File: src/rtl/wb_regfile_if.sv
// Purpose: bundles the writeback triple and both decode read ports of wb_regfile.
// Latency: n/a (wires only); rdata1/rdata2 are combinational in the slave.
// Backpressure: none; the writeback path and the read ports never stall.
//
// Signals:
//   wb_wd, wb_wreg, wb_wdata   writeback destination index, enable, data
//   re1, raddr1 -> rdata1      read port 1 enable, index, data
//   re2, raddr2 -> rdata2      read port 2 enable, index, data
// Modports: master drives writeback + read requests, slave is the register file.
interface wb_regfile_if #(
  parameter int DATA_W = 32,
  parameter int ADDR_W = 5
);
  logic [ADDR_W-1:0] wb_wd;
  logic              wb_wreg;
  logic [DATA_W-1:0] wb_wdata;

  logic              re1;
  logic [ADDR_W-1:0] raddr1;
  logic [DATA_W-1:0] rdata1;

  logic              re2;
  logic [ADDR_W-1:0] raddr2;
  logic [DATA_W-1:0] rdata2;

  modport master (
    output wb_wd, wb_wreg, wb_wdata,
    output re1, raddr1, re2, raddr2,
    input  rdata1, rdata2
  );

  modport slave (
    input  wb_wd, wb_wreg, wb_wdata,
    input  re1, raddr1, re2, raddr2,
    output rdata1, rdata2
  );
endinterface

File: src/rtl/wb_regfile.sv
// Purpose: architectural integer register file (x0 hardwired to zero) at the end of writeback.
// Latency: write commits at the next rising edge; both reads are combinational (0 cycles).
// Backpressure: none; every writeback is accepted, bubbles arrive as wb_wreg=0.
//
// Ports:
//   clk   core clock, all state updates on the rising edge
//   rst   synchronous active-high reset: clears every entry, drops the
//         write of that cycle and forces both read ports to zero
//   rf    wb_regfile_if.slave: writeback triple in, two read ports out
// Build option: define WB_RF_BYPASS_EN to forward a same-cycle writeback to a
// matching read port; without it a write is visible one cycle later.
module wb_regfile #(
  parameter int DATA_W = 32,
  parameter int ADDR_W = 5
) (
  input  logic         clk,
  input  logic         rst,
  wb_regfile_if.slave  rf
);

  localparam int DEPTH = 2 ** ADDR_W;

  // Entry 0 is never stored; reads of index 0 are forced to zero below.
  logic [DATA_W-1:0] regs [1:DEPTH-1];

  // A write to x0 is dropped here so it can neither be stored nor bypassed.
  logic wr_en;
  assign wr_en = rf.wb_wreg && (rf.wb_wd != '0);

  always_ff @(posedge clk) begin
    if (rst) begin
      for (int i = 1; i < DEPTH; i++) begin
        regs[i] <= '0;
      end
    end else if (wr_en) begin
      regs[rf.wb_wd] <= rf.wb_wdata;
    end
  end

  logic hit1;
  logic hit2;

`ifdef WB_RF_BYPASS_EN
  // Forward the value being committed this cycle so decode does not see stale data.
  assign hit1 = wr_en && rf.re1 && (rf.wb_wd == rf.raddr1);
  assign hit2 = wr_en && rf.re2 && (rf.wb_wd == rf.raddr2);
`else
  // No forwarding: the pipeline control resolves the write-to-read hazard.
  assign hit1 = 1'b0;
  assign hit2 = 1'b0;
`endif

  logic [DATA_W-1:0] rd1;
  logic [DATA_W-1:0] rd2;

  // Priority: reset, disabled port, x0, bypass, array.
  always_comb begin
    rd1 = '0;
    if (rst || !rf.re1 || (rf.raddr1 == '0)) begin
      rd1 = '0;
    end else if (hit1) begin
      rd1 = rf.wb_wdata;
    end else begin
      rd1 = regs[rf.raddr1];
    end
  end

  always_comb begin
    rd2 = '0;
    if (rst || !rf.re2 || (rf.raddr2 == '0)) begin
      rd2 = '0;
    end else if (hit2) begin
      rd2 = rf.wb_wdata;
    end else begin
      rd2 = regs[rf.raddr2];
    end
  end

  assign rf.rdata1 = rd1;
  assign rf.rdata2 = rd2;

endmodule

File: src/flat_wrapper.sv
// flat-port wrapper written by rule: the top's interface ports become plain ports
module wb_regfile_flat 
#(
  parameter int DATA_W = 32,
  parameter int ADDR_W = 5
)
  (clk, rst, rf_wb_wd, rf_wb_wreg, rf_wb_wdata, rf_re1, rf_raddr1, rf_re2, rf_raddr2, rf_rdata1, rf_rdata2);
  wb_regfile_if #(.DATA_W(DATA_W), .ADDR_W(ADDR_W)) rf_i ();
  input  logic clk;
  input  logic rst;
  input wire logic [$bits(rf_i.wb_wd)-1:0] rf_wb_wd;
  input wire logic [$bits(rf_i.wb_wreg)-1:0] rf_wb_wreg;
  input wire logic [$bits(rf_i.wb_wdata)-1:0] rf_wb_wdata;
  input wire logic [$bits(rf_i.re1)-1:0] rf_re1;
  input wire logic [$bits(rf_i.raddr1)-1:0] rf_raddr1;
  input wire logic [$bits(rf_i.re2)-1:0] rf_re2;
  input wire logic [$bits(rf_i.raddr2)-1:0] rf_raddr2;
  output wire logic [$bits(rf_i.rdata1)-1:0] rf_rdata1;
  output wire logic [$bits(rf_i.rdata2)-1:0] rf_rdata2;
  assign rf_i.wb_wd = rf_wb_wd;
  assign rf_i.wb_wreg = rf_wb_wreg;
  assign rf_i.wb_wdata = rf_wb_wdata;
  assign rf_i.re1 = rf_re1;
  assign rf_i.raddr1 = rf_raddr1;
  assign rf_i.re2 = rf_re2;
  assign rf_i.raddr2 = rf_raddr2;
  assign rf_rdata1 = rf_i.rdata1;
  assign rf_rdata2 = rf_i.rdata2;
  wb_regfile #(.DATA_W(DATA_W), .ADDR_W(ADDR_W)) u_core (.clk(clk), .rst(rst), .rf(rf_i));
endmodule
File: config.mk
export PLATFORM = sky130hd
export DESIGN_NAME = wb_regfile_flat
export DESIGN_NICKNAME = d
export VERILOG_FILES = /design/src/rtl/wb_regfile_if.sv /design/src/rtl/wb_regfile.sv /design/src/flat_wrapper.sv
export SDC_FILE = /design/constraint.sdc
export NUM_CORES = 2
export LEC_CHECK = 0
export BUFFER_PORTS_ARGS = -buffer_cell sky130_fd_sc_hd__clkbuf_2
export CAP_MARGIN = 20
export CELL_PAD_IN_SITES_DETAIL_PLACEMENT = 1
export CELL_PAD_IN_SITES_GLOBAL_PLACEMENT = 1
export CORE_MARGIN = 2
export CORE_UTILIZATION = 25
export DETAILED_ROUTE_END_ITERATION = 16
export GPL_ROUTABILITY_DRIVEN = 0
export MAX_ROUTING_LAYER = met4
export PLACE_DENSITY = 0.49
export SLEW_MARGIN = 20
export SYNTH_ARGS = -nofsm -noshare
export SYNTH_HDL_FRONTEND = slang
export SYNTH_SLANG_ARGS = --single-unit
File: constraint.sdc
create_clock -name clk -period 3.1 [get_ports clk]
set_input_delay 0.465 -clock clk [delete_from_list [all_inputs] [get_ports clk]]
set_output_delay 0.465 -clock clk [all_outputs]
set_load 0.005 [all_outputs]
==> results_dict.tcl <==
set metrics [dict create \
    synth.avg_cell_area_um2 14.1 \
    synthToLayoutAreaGrowth_pct 20.5 \
    ys.flop_type "edfxtp_1" \
    ys_seq_area_share_pct 55.6 \
    required_ps 2630 \
    synth_edf_count 1024 \
    outcome "finished, violations left" \
    cts_sinks 1024 \
    io_buffers 115 \
    detail-route-antenna-nets 0 \
    hp-class "in2reg" \
    synth-seq-cells 1024 \
    min_path_cells 1 \
    num_rows 172 \
    postLayoutCellArea_um2 66600 \
    ys_types 49 \
    maxSlewViolCount 0 \
    worstPathMaxFanout 2 \
    finalCritPeriodShare_pct 103 \
    die_w_um 474 \
    rsz0062_at_grt "yes" \
    htreeDepth 3 \
    cts_buffers 115 \
    critical_path_class "reg2out" \
    grt.overflow.total 0 \
    start_kind "register" \
    synth-simple-area-share_pct 13.5 \
    via_per_inst 5.01 \
    maxSlewHeadroom_pct 41.5 \
    start_util_pct 25.2 \
    grt_first_pass_wirelength_um 312000 \
    routed_wirelength_um 225000 \
    first_global_vias 37600 \
    critPathCaptureType "output port" \
    max_freq_ghz 0.314 \
    drcViolationCount 0 \
    synth-compound-area-share_pct 5.41 \
    synth_area_leader_cell "edfxtp_1" \
    clkTransAtPathRegs_ps 60 \
    crit_arrival_ps 2720 \
    cts_tree "built" \
    yosysTopAreaCellShare_pct 55.6 \
    synthMuxAreaShare_pct 21.8 \
    async_flop_share_pct 0 \
    drt-initial-drc-count 2817 \
    coreArea_um2 220000 \
    num-fill-cells 23200 \
    synth.cell_area_um2 55300 \
    tightest_slew_ps 878 \
    ir_drop_uv 372 \
    synthXorXnorAreaFrac_pct 0 \
    postPlaceCellArea_um2 61800 \
    wire_per_inst_um 31.1 \
    setup-tns-final_ps -265 \
    cts_buffer_depth 3 \
    die_y_um 474 \
    layout-drive-gt1-share_pct 26.9 \
    hpwl_um 147000 \
    grt_start_max_net_pins 58 \
    min_period_ps 3180 \
    fin_ws_ps -81.3 \
    synth_top_cells_by_area "edfxtp_1, and2_1, mux4_2" \
    hold_buffers 0 \
    via_count 36200 \
    grt_util_all_layers_pct 20.2 \
    synth_adder_area_share_pct 0 \
    reg_top3 "u_core.regs (1024)" \
    finalHoldViolCount 0 \
    synthCells 3930 \
    powerDensity_nw_per_um2 532 \
    largest_reg_flops 1024 \
    ioPinCount 116 \
    failed_checks "setup timing" \
    die_area_um2 225000 \
    cap_violations 0 \
    final_nets 4202 \
    clockRootBuffer "clkbuf_16" \
    synth_top_family_by_area "multiplexers" \
    power.leakage_uw 0.0237 \
    drt-pass1-iter-count 5 \
    top_register "u_core.regs" \
    setup_viol 6 \
    yosys_warnings 0 \
    antenna_found_initial 22 \
]
[layout by cell type, fill, tap and decap left out, drive strengths merged, types with 2 or more instances in the layout]
master and count:
nand2b 3, nor2 38, a31oi 10, nand2 106
diode 16, and2 995, mux2 84, a21oi 28
bufinv 17, o22ai 32, clkinvlp 5, nand3b 4
or3 2, clkinv 50, mux2i 465, o221ai 32
a211oi 57, o211ai 10, clkbuf 243, edfxtp 1024
or2 31, a22oi 104, a32oi 31, inv 7
nand3 24, or3b 4, buf 384, nor2b 8
a221oi 63, conb 32, nand4 32, mux4 281
o21ai 32
[cell usage after synthesis, drive strengths merged, types with 38 or more instances]
library cell	number
clkbuf	298
and2	995
a221oi	63
nor2	38
a211oi	57
mux2i	465
a22oi	104
mux4	281
mux2	84
buf	118
nand2	106
edfxtp	1024
[area by class of cell]
class                   instances  area, um^2  area share (%)
multi-input cells            2515       23600            35.4
repair buffers                490        4670            7.01
well taps                    2958        3700            5.56
clock inverters                75         818            1.23
flip-flops and latches       1024       30700            46.2
diodes                         16        40.0          0.0601
inverters                       4        17.5          0.0263
clock buffers                 137        3000            4.51
[layer usage]
metal / global-route usage (%) / vias to the layer above / wire length [um]
met5: - / - / 0
met4: 6.45 / 0 / 6900
met3: 1.93 / 256 / 9260
met2: 33.8 / 921 / 111000
met1: 25.8 / 19600 / 97200
li1: - / 15400 / -
[worst max-delay path, stage by stage, from the launching register on]
cell and delay (ps):
edfxtp_1 410, mux4_2 460, mux2_2 350, a221oi_1 300, buf_4 190, a211oi_4 80
clkbuf_2 170
[per-stage QoR]
step / utilization [%] / instances / power [uW] / hold WS [ps] / setup WS, ps
finish: 30.3 / 7219 / 35500 / 432 / -81.3
global route: 30.3 / 7212 / 36500 / 456 / -156
CTS: 30.2 / 7185 / 35700 / 372 / -152
detailed placement: 28.1 / 6972 / 21200 / 1190 / -816
global placement: 28.1 / 6972 / 21200 / 1190 / -763
floorplan: - / 3961 / 18900 / 564 / 689
[final timing paths]
check	startpoint	to	slack, ps
worst max-delay path	u_core.regs[26][25]	rf_rdata2[25]	-80
worst min-delay path	rf_wb_wdata[8]	u_core.regs[0][8]	430
[logic make-up after synthesis]
family / Yosys count
other: 1
buffers and inverters: 422
multiplexers: 830
AND/OR/NAND/NOR: 1251
AO/OA/AOI/OAI: 402
flip-flops: 1024
[timing repair]
item                                    in CTS  in global routing
endpoints found under the setup margin      38                 41
pin swaps                                   14                 18
buffers inserted                            10                 17
gates cloned                                 0                  2
gates resized for setup                    102                 27
[report_power, final]
group / leakage (uW) / internal, uW / total, uW / switching, uW
combinational: 0.0121 / 1900 / 4680 / 2780
clock: 0.00186 / 8280 / 14300 / 6060
sequential: 0.00975 / 16000 / 16400 / 440
total: 0.0237 / 26200 / 35500 / 9280
Power figures use the tool's default switching activity.
